$ cat src/rtl/crank_wheel_gen.sv
// crank_wheel_gen: programmable N-minus-M crank wheel emulator with double-buffered config.
// Optional cam phase output enabled by defining CRANK_GEN_CAM_EN.
module crank_wheel_gen #(
    parameter int PW = 24,
    parameter int TW = 8
) (
    input  logic          clk,
    input  logic          rst,
    input  logic          ena,
    input  logic          load,
    input  logic [PW-1:0] cfg_period,
    input  logic [PW-1:0] cfg_high,
    input  logic [TW-1:0] cfg_teeth,
    input  logic [TW-1:0] cfg_missing,
    output logic          vr_out,
    output logic [TW-1:0] tooth_idx,
    output logic          rev_pulse,
    output logic          cfg_err,
`ifdef CRANK_GEN_CAM_EN
    output logic          cam_out,
`endif
    output logic          active
);
    typedef enum logic [1:0] {IDLE, RUN_TOOTH, RUN_GAP} state_t;
    state_t        state;
    logic [PW-1:0] sh_period, sh_high, ac_period, ac_high, cnt, cnt_nx;
    logic [TW-1:0] sh_teeth, sh_missing, ac_teeth, ac_missing, idx_nx;
    logic          cfg_valid, cfg_ok, boundary, wrap, start, nx_gap;
    assign cfg_ok   = cfg_period >= PW'(2) && cfg_high >= PW'(1) && cfg_high < cfg_period &&
                      cfg_teeth >= TW'(3) && cfg_missing <= cfg_teeth - TW'(2);
    assign cnt_nx   = cnt + PW'(1);
    assign idx_nx   = tooth_idx + TW'(1);
    assign boundary = cnt == ac_period - PW'(1);
    assign wrap     = boundary && tooth_idx == ac_teeth - TW'(1);
    assign start    = state == IDLE && ena && cfg_valid;
    assign nx_gap   = idx_nx >= ac_teeth - ac_missing;
`ifdef CRANK_GEN_CAM_EN
    logic phase;
    assign cam_out = phase && tooth_idx == '0;
`endif
    always_ff @(posedge clk) begin
        if (rst) begin
            state <= IDLE;
            cnt <= '0;
            tooth_idx <= '0;
            vr_out <= 1'b0;
            rev_pulse <= 1'b0;
            cfg_err <= 1'b0;
            active <= 1'b0;
            cfg_valid <= 1'b0;
            {sh_period, sh_high, sh_teeth, sh_missing} <= '0;
            {ac_period, ac_high, ac_teeth, ac_missing} <= '0;
`ifdef CRANK_GEN_CAM_EN
            phase <= 1'b0;
`endif
        end else begin
            cfg_err <= load && !cfg_ok;
            rev_pulse <= 1'b0;
            if (load && cfg_ok) begin
                {sh_period, sh_high, sh_teeth, sh_missing} <= {cfg_period, cfg_high, cfg_teeth, cfg_missing};
                cfg_valid <= 1'b1;
            end
            // Covers both sitting in IDLE and dropping out of a RUN state on ena=0.
            if (state == IDLE || !ena) begin
                state <= start ? RUN_TOOTH : IDLE;
                cnt <= '0;
                tooth_idx <= '0;
                vr_out <= start;
                active <= start;
                {ac_period, ac_high, ac_teeth, ac_missing} <= {sh_period, sh_high, sh_teeth, sh_missing};
`ifdef CRANK_GEN_CAM_EN
                phase <= 1'b0;
`endif
            end else if (wrap) begin
                cnt <= '0;
                tooth_idx <= '0;
                state <= RUN_TOOTH;
                vr_out <= 1'b1;
                rev_pulse <= 1'b1;
                {ac_period, ac_high, ac_teeth, ac_missing} <= {sh_period, sh_high, sh_teeth, sh_missing};
`ifdef CRANK_GEN_CAM_EN
                phase <= !phase;
`endif
            end else if (boundary) begin
                cnt <= '0;
                tooth_idx <= idx_nx;
                state <= nx_gap ? RUN_GAP : RUN_TOOTH;
                vr_out <= !nx_gap;
            end else begin
                cnt <= cnt_nx;
                vr_out <= state == RUN_TOOTH && cnt_nx < ac_high;
            end
        end
    end
endmodule

$ cat config.mk
export PLATFORM = sky130hd
export DESIGN_NAME = crank_wheel_gen
export DESIGN_NICKNAME = d
export VERILOG_FILES = /design/src/rtl/crank_wheel_gen.sv
export SDC_FILE = /design/constraint.sdc
export NUM_CORES = 1
export LEC_CHECK = 0
export ABC_AREA = 1
export CORE_MARGIN = 8
export CORE_UTILIZATION = 54
export CTS_BUF_LIST = sky130_fd_sc_hd__clkbuf_4 sky130_fd_sc_hd__clkbuf_8 sky130_fd_sc_hd__clkbuf_16
export CTS_CLUSTER_DIAMETER = 150
export DETAILED_ROUTE_END_ITERATION = 16
export PLACE_DENSITY = 0.81
export SLEW_MARGIN = 20
export SYNTH_ARGS = -nofsm -noshare
export SYNTH_HDL_FRONTEND = slang
export SYNTH_SLANG_ARGS = --single-unit
$ cat constraint.sdc
create_clock -name clk -period 3.1 [get_ports clk]
set_input_delay 0.775 -clock clk [delete_from_list [all_inputs] [get_ports clk]]
set_output_delay 0.775 -clock clk [all_outputs]
set_load 0.05 [all_outputs]
; ---- Word-level counts from Yosys, hierarchy flattened
; Cells that the tools add are included.
[totals]
reg_bits = 167
latch_bits = 0
mem_bits_rw = 0
romBits = 0
input_bits = 68
output_inout_bits = 12
wordCells = 69
memories = 0
[op_classes]
add_sub_neg = 6
n_mul = 0
div = 0
n_lt_le_gt_ge = 7
n_eq_ne = 3
n_shift = 0
mux = 17
n_bitwise = 0
reduce_logical = 20
[ops]
columns = op, count
row1 = $mux 24, 4
row2 = $lt 24x24->1, 2
row3 = $mux 8, 4
row4 = $add 24x1->24 const B, 1
row5 = $eq 24x24->1, 1
row6 = $ge 24x1->1 const B, 1
row7 = $ge 24x2->1 const B, 1
row8 = $sub 24x1->24 const B, 1
row9 = $logic_and 1x1->1, 10
row10 = $add 8x1->8 const B, 1
row11 = $eq 8x8->1, 1
row12 = $ge 8x2->1 const B, 1
row13 = $ge 8x8->1, 1
row14 = $le 8x8->1, 1
row15 = $mux 2, 4
row16 = $sub 8x1->8 const B, 1
row17 = $sub 8x2->8 const B, 1
row18 = $sub 8x8->8, 1
row19 = $mux 1, 5
row20 = $reduce_or 4->1, 1
row21 = $logic_not 1->1, 3
row22 = $reduce_bool 3->1, 1
row23 = $reduce_or 3->1, 1
row24 = $eq 2x1->1 const B, 1
row25 = 4 further kinds, 4

; ---- Depth between registers and ports, before layout
; Gate-level depths: netlist of run 1.
[depth]
ltp_word = 7
depth_mapped = 24
mapped_depth_nobuf = 24

; ---- Worst setup path after synthesis of run 1
; OpenSTA, ideal clock, no wires.
[synth_timing]
kind = input to register
start = input port cfg_teeth[1]
end = register sh_high[10]
setup_time_ns = 0.070
arrival_ns = 2.992
required_time_ns = 3.030
slack_ns = 0.038
cell_stages = 16
path_buffers = 2
path_cell_list = inv_1 > ha_1 > nand3_1 > nor3_1 > xor2_1 > ha_1 > nand2_1 > inv_1 > nand4_1 > nor3_1 > a31oi_1 > nor2_1 > clkbuf_1 > buf_1 > nand4_1 > a21oi_1
[synth_between]
elab_chain_len = 4
elab_cells_between_ends = 6
classes_between = 1 x add/sub / 2 x order compare / 3 x reduce/logical
[synth_rtl]
columns = item, line_no
row1 = from (decl), 13  ; input logic [TW-1:0] cfg_teeth,
row2 = $sub 8x2->8 / $ge 8x2->1 (equally long branches), 30  ; cfg_teeth >= TW'(3) && cfg_missing <= cfg_teeth - TW'(2);
row3 = $le 8x8->1 / $logic_and 1x1->1 (equally long branches), "30, 29"
row4 = $logic_and 1x1->1 *, 30
row5 = $logic_and 1x1->1 *, 59  ; if (load && cfg_ok) begin
row6 = to (signal assigned), 60  ; {sh_period, sh_high, sh_teeth, sh_missing} <= {cfg_period, cfg_high, cfg_teeth, cfg_missing};
row7 = to (decl), 26  ; logic [PW-1:0] sh_period, sh_high, ac_period, ac_high, cnt, cnt_nx;
; Every way passes the cells marked *; elsewhere a longest branch is shown, timed or not.
; A chain may end at the register's enable or synchronous reset.

; ---- Final worst setup path of run 1
[layout_timing]
start = register cnt[0]
end = register vr_out
[layout_between]
elab_chain_len = 6
elab_cells_between_ends = 8
classes_between = 1 x add/sub / 1 x order compare / 1 x eq/ne / 3 x mux / 2 x reduce/logical
[layout_rtl]
columns = item, line_no
row1 = from (decl), 26
row2 = from (signal assigned), 90  ; cnt <= cnt_nx;
row3 = $add 24x1->24, 31  ; assign cnt_nx = cnt + PW'(1);
row4 = net cnt_nx[20], 26
row5 = $lt 24x24->1, 91  ; vr_out <= state == RUN_TOOTH && cnt_nx < ac_high;
row6 = $logic_and 1x1->1, 91
row7 = $mux 1, 84  ; end else if (boundary) begin
row8 = $mux 1, 74  ; end else if (wrap) begin
row9 = $mux 1, 64  ; if (state == IDLE || !ena) begin
row10 = to (signal assigned), 68  ; vr_out <= start;
row11 = to (signal assigned), 88  ; vr_out <= !nx_gap;
row12 = to (signal assigned), 91
row13 = to (decl), 15  ; output logic vr_out,
; The timed path passes the listed nets, and every way through them passes these cells.

==> impl_metrics.csv, run 1 <==
group,metric,value,unit
sta,setup_viol,1,
place,gp_congestion,0.977,
sta,worstMarginPinSlew,0.662,ns
sta,hold_viol_final,0,
floorplan,die_area,23800,um^2
power_and_ir_drop,p_sw_frac,0.321,
worst_setup_path,cp_data_required_time,3.42,ns
sta,skew,0.0155,ns
sta,rsz0062_at_grt,"true",
detailed_routing,dr.pass1.iters,5,
global_route,grt_max_degree,67,
worst_setup_path,startpoint_type,"flop",
cells_and_area,fillers,1411,
worst_setup_path,end_kind,"flop",
detailed_routing,drtIter0Drc,747,
global_route,overflow,0,
synthesis,yosys.area_share.adder,0.0916,
floorplan,dieWidth,154,um
power_and_ir_drop,pwr-share-seq,0.408,
floorplan,coreArea,18700,um^2
floorplan,initial_utilization,0.552,
global_route,grt_pass1_vias,9629,
worst_setup_path,worst-r2r-cell-count,24,
global_route,antenna_found_initial,0,
run_status,violations,"setup timing",
sta,finalMaxSlewViolations,0,
power_and_ir_drop,power.leakage,5.64,nW
synthesis,post_synth_and_or_nand_nor_area_fraction,0.320,
worst_setup_path,crit_end,"vr_out$_SDFF_PP0_",
synthesis,synthXorXnorAreaFrac,0.0564,
sta,period_needed,3.17,ns
sta,fin_crit_sh,1.02,
floorplan,io-pin-count,80,
detailed_routing,drt_wl_total,28.2,mm
worst_setup_path,crit_start,"cnt[0]$_SDFF_PP0_",
synthesis,synthTopCellsByArea,"dfxtp_1 32%, nand2_1 9.5%, ha_1 9.0%, nor2_1 7.1%, inv_1 6.7%",
synthesis,ys.warnings.count,0,
power_and_ir_drop,vdd_ir_drop_max,0.411,mV
synthesis,synth.area.mux_share,0,
synthesis,synth_top_family_by_area,"simple AND/OR/NAND/NOR gates",
sta,relSlewSlack,0.558,
synthesis,netlist_area,10300,um^2
worst_setup_path,r2r-end,"vr_out$_SDFF_PP0_",
worst_setup_path,r2r_start,"cnt[0]$_SDFF_PP0_",
synthesis,yosys.cell_types.count,46,
synthesis,ys_seq_area_frac,0.324,
power_and_ir_drop,power_density,447,nW/um^2
min_path,hold_class,"reg2reg",
worst_setup_path,worstPathArrival,3.49,ns
power_and_ir_drop,pwr-share-comb,0.230,
min_path,min_path_cells,2,
floorplan,die_h,154,um
power_and_ir_drop,p_sw,1.83,mW
global_route,track_usage,0.230,
place,port-buffer-count,79,
synthesis,netlist_instances,1480,
worst_setup_path,path_class,"reg2reg",
synthesis,postSynthAreaPerCell,6.97,um^2
cells_and_area,n_antenna_cell,0,
sta,layout_setup_ws,-0.0673,ns
clocking,clkSinkCount,167,
place,pre_cts_ws,-0.409,ns
detailed_routing,ant_nets,0,
worst_setup_path,crit_fanout,3,
clocking,numCtsBuffers,17,
detailed_routing,drc,0,
clocking,clk-insertion-delay-late,0.43,ns
power_and_ir_drop,power_frac_clock,0.362,
synthesis,ys_ff_latch,167,
detailed_routing,wl_per_cell,15.2,um
synthesis,synthesis.nets,1623,
job,drv_cap,0,
detailed_routing,vias,10100,
clocking,root_buffer,"clkbuf_16",
power_and_ir_drop,internal_power,3.86,mW
cells_and_area,syn_to_final_growth,23.3,%
clocking,path_clk_slew,0.07,ns
worst_setup_path,reg2reg_slack,-0.07,ns
clocking,cts_htree_levels,4,
cells_and_area,regArea,3350,um^2
cells_and_area,multi_input_area,6130,um^2
floorplan,rows,50,
cells_and_area,finalNetCount,1758,
synthesis,synth_top_area_share,0.324,
synthesis,synth_compound_area_frac,0.106,
place,place_hpwl,20.9,mm
global_route,grt_first_pass_wirelength,45.9,mm
cells_and_area,final_core_util,0.680,
clocking,clock_path_buffers,2,
synthesis,synth_top_area_cell,"dfxtp_1",
clocking,cts_tree,"built",
sta,max_freq,0.316,GHz
detailed_routing,viasPerCell,5.45,
cells_and_area,final_layout_size_suffix_gt1_frac,0.155,
run_status,status,"complete, but fails checks",
==> worst max-delay path, stage by stage, from the launching register on <==
cell and delay, ns:
dfxtp_4 0.37, ha_4 0.13, nand2_1 0.06, inv_2 0.08
nand2_4 0.06, nor2_4 0.11, inv_2 0.06, nor2_4 0.13
inv_2 0.07, nor2_4 0.13, nand4_1 0.14, nor2_1 0.15
xor2_1 0.20, inv_1 0.08, ha_1 0.29, nand4_1 0.10
or3_4 0.39, nor2_2 0.10, o21ai_1 0.07, nand2_1 0.06
nor2_1 0.05, nand2_1 0.06, nand3_1 0.07, nand2_1 0.06
nand2_1 0.05
==> synthesized netlist by cell type, drive strengths merged <==
master  number
nand2      264
nor2       253
inv        189
dfxtp      167
a21oi      113
nand4       98
o21ai       80
ha          74
nand3       61
clkbuf      40
xor2        36
xnor2       27
buf         21
nor3        14
nand3b       8
nor4         6
a31oi        4
a211oi       3
o21a         3
and2         2
and3         2
or2          2
or3          2
a21o         1
a31o         1
clkinv       1
fa           1
nand2b       1
o211ai       1
o21bai       1
o221ai       1
o22ai        1
o31ai        1
xnor3        1
==> power by group through the flow <==
stage,logic (mW),clock network (mW),registers [mW]
after floorplan,0.876,0,2.34
after global placement,1.19,0,2.36
after detailed placement,1.23,0,2.36
after CTS,1.24,2.06,2.32
after global routing,1.47,2.15,2.33
final,1.31,2.06,2.32
==> placed cells by master (no fill, tap or decap), types with 6 or more instances in the layout <==
cell | synthesis | final
nor2_2 | 54 | 58
nor2_1 | 194 | 185
nand2_2 | 3 | 6
nand2_1 | 260 | 256
o21ai_0 | 22 | 19
inv_1 | 184 | 177
nand3_1 | 59 | 55
a21oi_1 | 113 | 110
buf_4 | 0 | 88
buf_12 | 0 | 6
xnor2_1 | 27 | 26
inv_2 | 5 | 11
xor2_1 | 35 | 33
clkdlybuf4s50_1 | 0 | 74
nor3_1 | 14 | 10
nand3b_1 | 8 | 8
nor4_1 | 6 | 6
nand4_1 | 98 | 98
dfxtp_1 | 167 | 165
inv_6 | 0 | 6
clkbuf_16 | 0 | 20
ha_1 | 74 | 71
nor2_4 | 4 | 9
o21ai_1 | 58 | 60
==> metrics by stage <==
step                area [um^2]  hold slack (ns)  setup TNS, ns  std cells  power [mW]
floorplan                 10300            0.441              0       1480        3.22
global placement          11800            0.432         -16.06       1824        3.55
detailed placement        11800            0.443         -25.09       1824        3.59
CTS                       12400            0.455        -0.0288       1856        5.62
global route              12700            0.492         -0.319       1862        5.94
finish                    12700            0.457        -0.0673       1862        5.68
==> timing repair <==
| action | in CTS | in global routing |
|---|---|---|
| resized for setup | 8 | 50 |
| gates cloned | 0 | 3 |
| setup buffers | 0 | 3 |
| setup endpoints to repair | 2 | 68 |
| pin swaps | 4 | 25 |
| hold buffers | 0 | 0 |
==> worst min path at each step <==
stage,startpoint,endpoint
finish,active$_SDFFE_PP0P_,active$_SDFFE_PP0P_
CTS,active$_SDFFE_PP0P_,active$_SDFFE_PP0P_
floorplan,sh_high[23]$_SDFFE_PP0P_,sh_high[23]$_SDFFE_PP0P_
global placement,active$_SDFFE_PP0P_,active$_SDFFE_PP0P_
detailed placement,active$_SDFFE_PP0P_,active$_SDFFE_PP0P_
global route,sh_high[23]$_SDFFE_PP0P_,sh_high[23]$_SDFFE_PP0P_
==> final cells by class <==
cell class / count / area share
flip-flops and latches: 167 / 0.263
inverters: 190 / 0.0561
multi-input cells: 1062 / 0.482
clock buffers: 17 / 0.0334
clock inverters: 15 / 0.0121
well taps: 234 / 0.0230
repair buffers: 177 / 0.130
==> cells by family after synthesis <==
logic type,Yosys count
adder cells (fa/ha/maj),75
XOR/XNOR,64
AO/OA/AOI/OAI,210
AND/OR/NAND/NOR,713
buffers and inverters,251
flip-flops,167
==> sequential cells by signal, summed over array words and instances (netlist names), 2 cells and up <==
signal      flops
ac_high        24
ac_missing      8
ac_period      24
ac_teeth        8
cnt            24
sh_high        24
sh_missing      8
sh_period      24
sh_teeth        8
state           2
tooth_idx       8
==> layer usage <==
metal  track usage  up-vias  share of wire
li1              -     5119              -
met5             0        -              0
met3        0.0265       67          0.048
met4         0.107        0          0.036
met2         0.374      341           0.46
met1         0.300     4622           0.45
(Power assumes the default switching activity.)
==> run 2, diff against run 1 <==
--- a/config.mk
+++ b/config.mk
@@ -6,6 +6,7 @@
 export NUM_CORES = 1
 export LEC_CHECK = 0
 export ABC_AREA = 1
+export ABC_CLOCK_PERIOD_IN_PS = 3100
 export CORE_MARGIN = 8
 export CORE_UTILIZATION = 54
 export CTS_BUF_LIST = sky130_fd_sc_hd__clkbuf_4 sky130_fd_sc_hd__clkbuf_8 sky130_fd_sc_hd__clkbuf_16
==> results of run 2 <==
No change in the layout: final DEF, timing and power equal those of run 1.
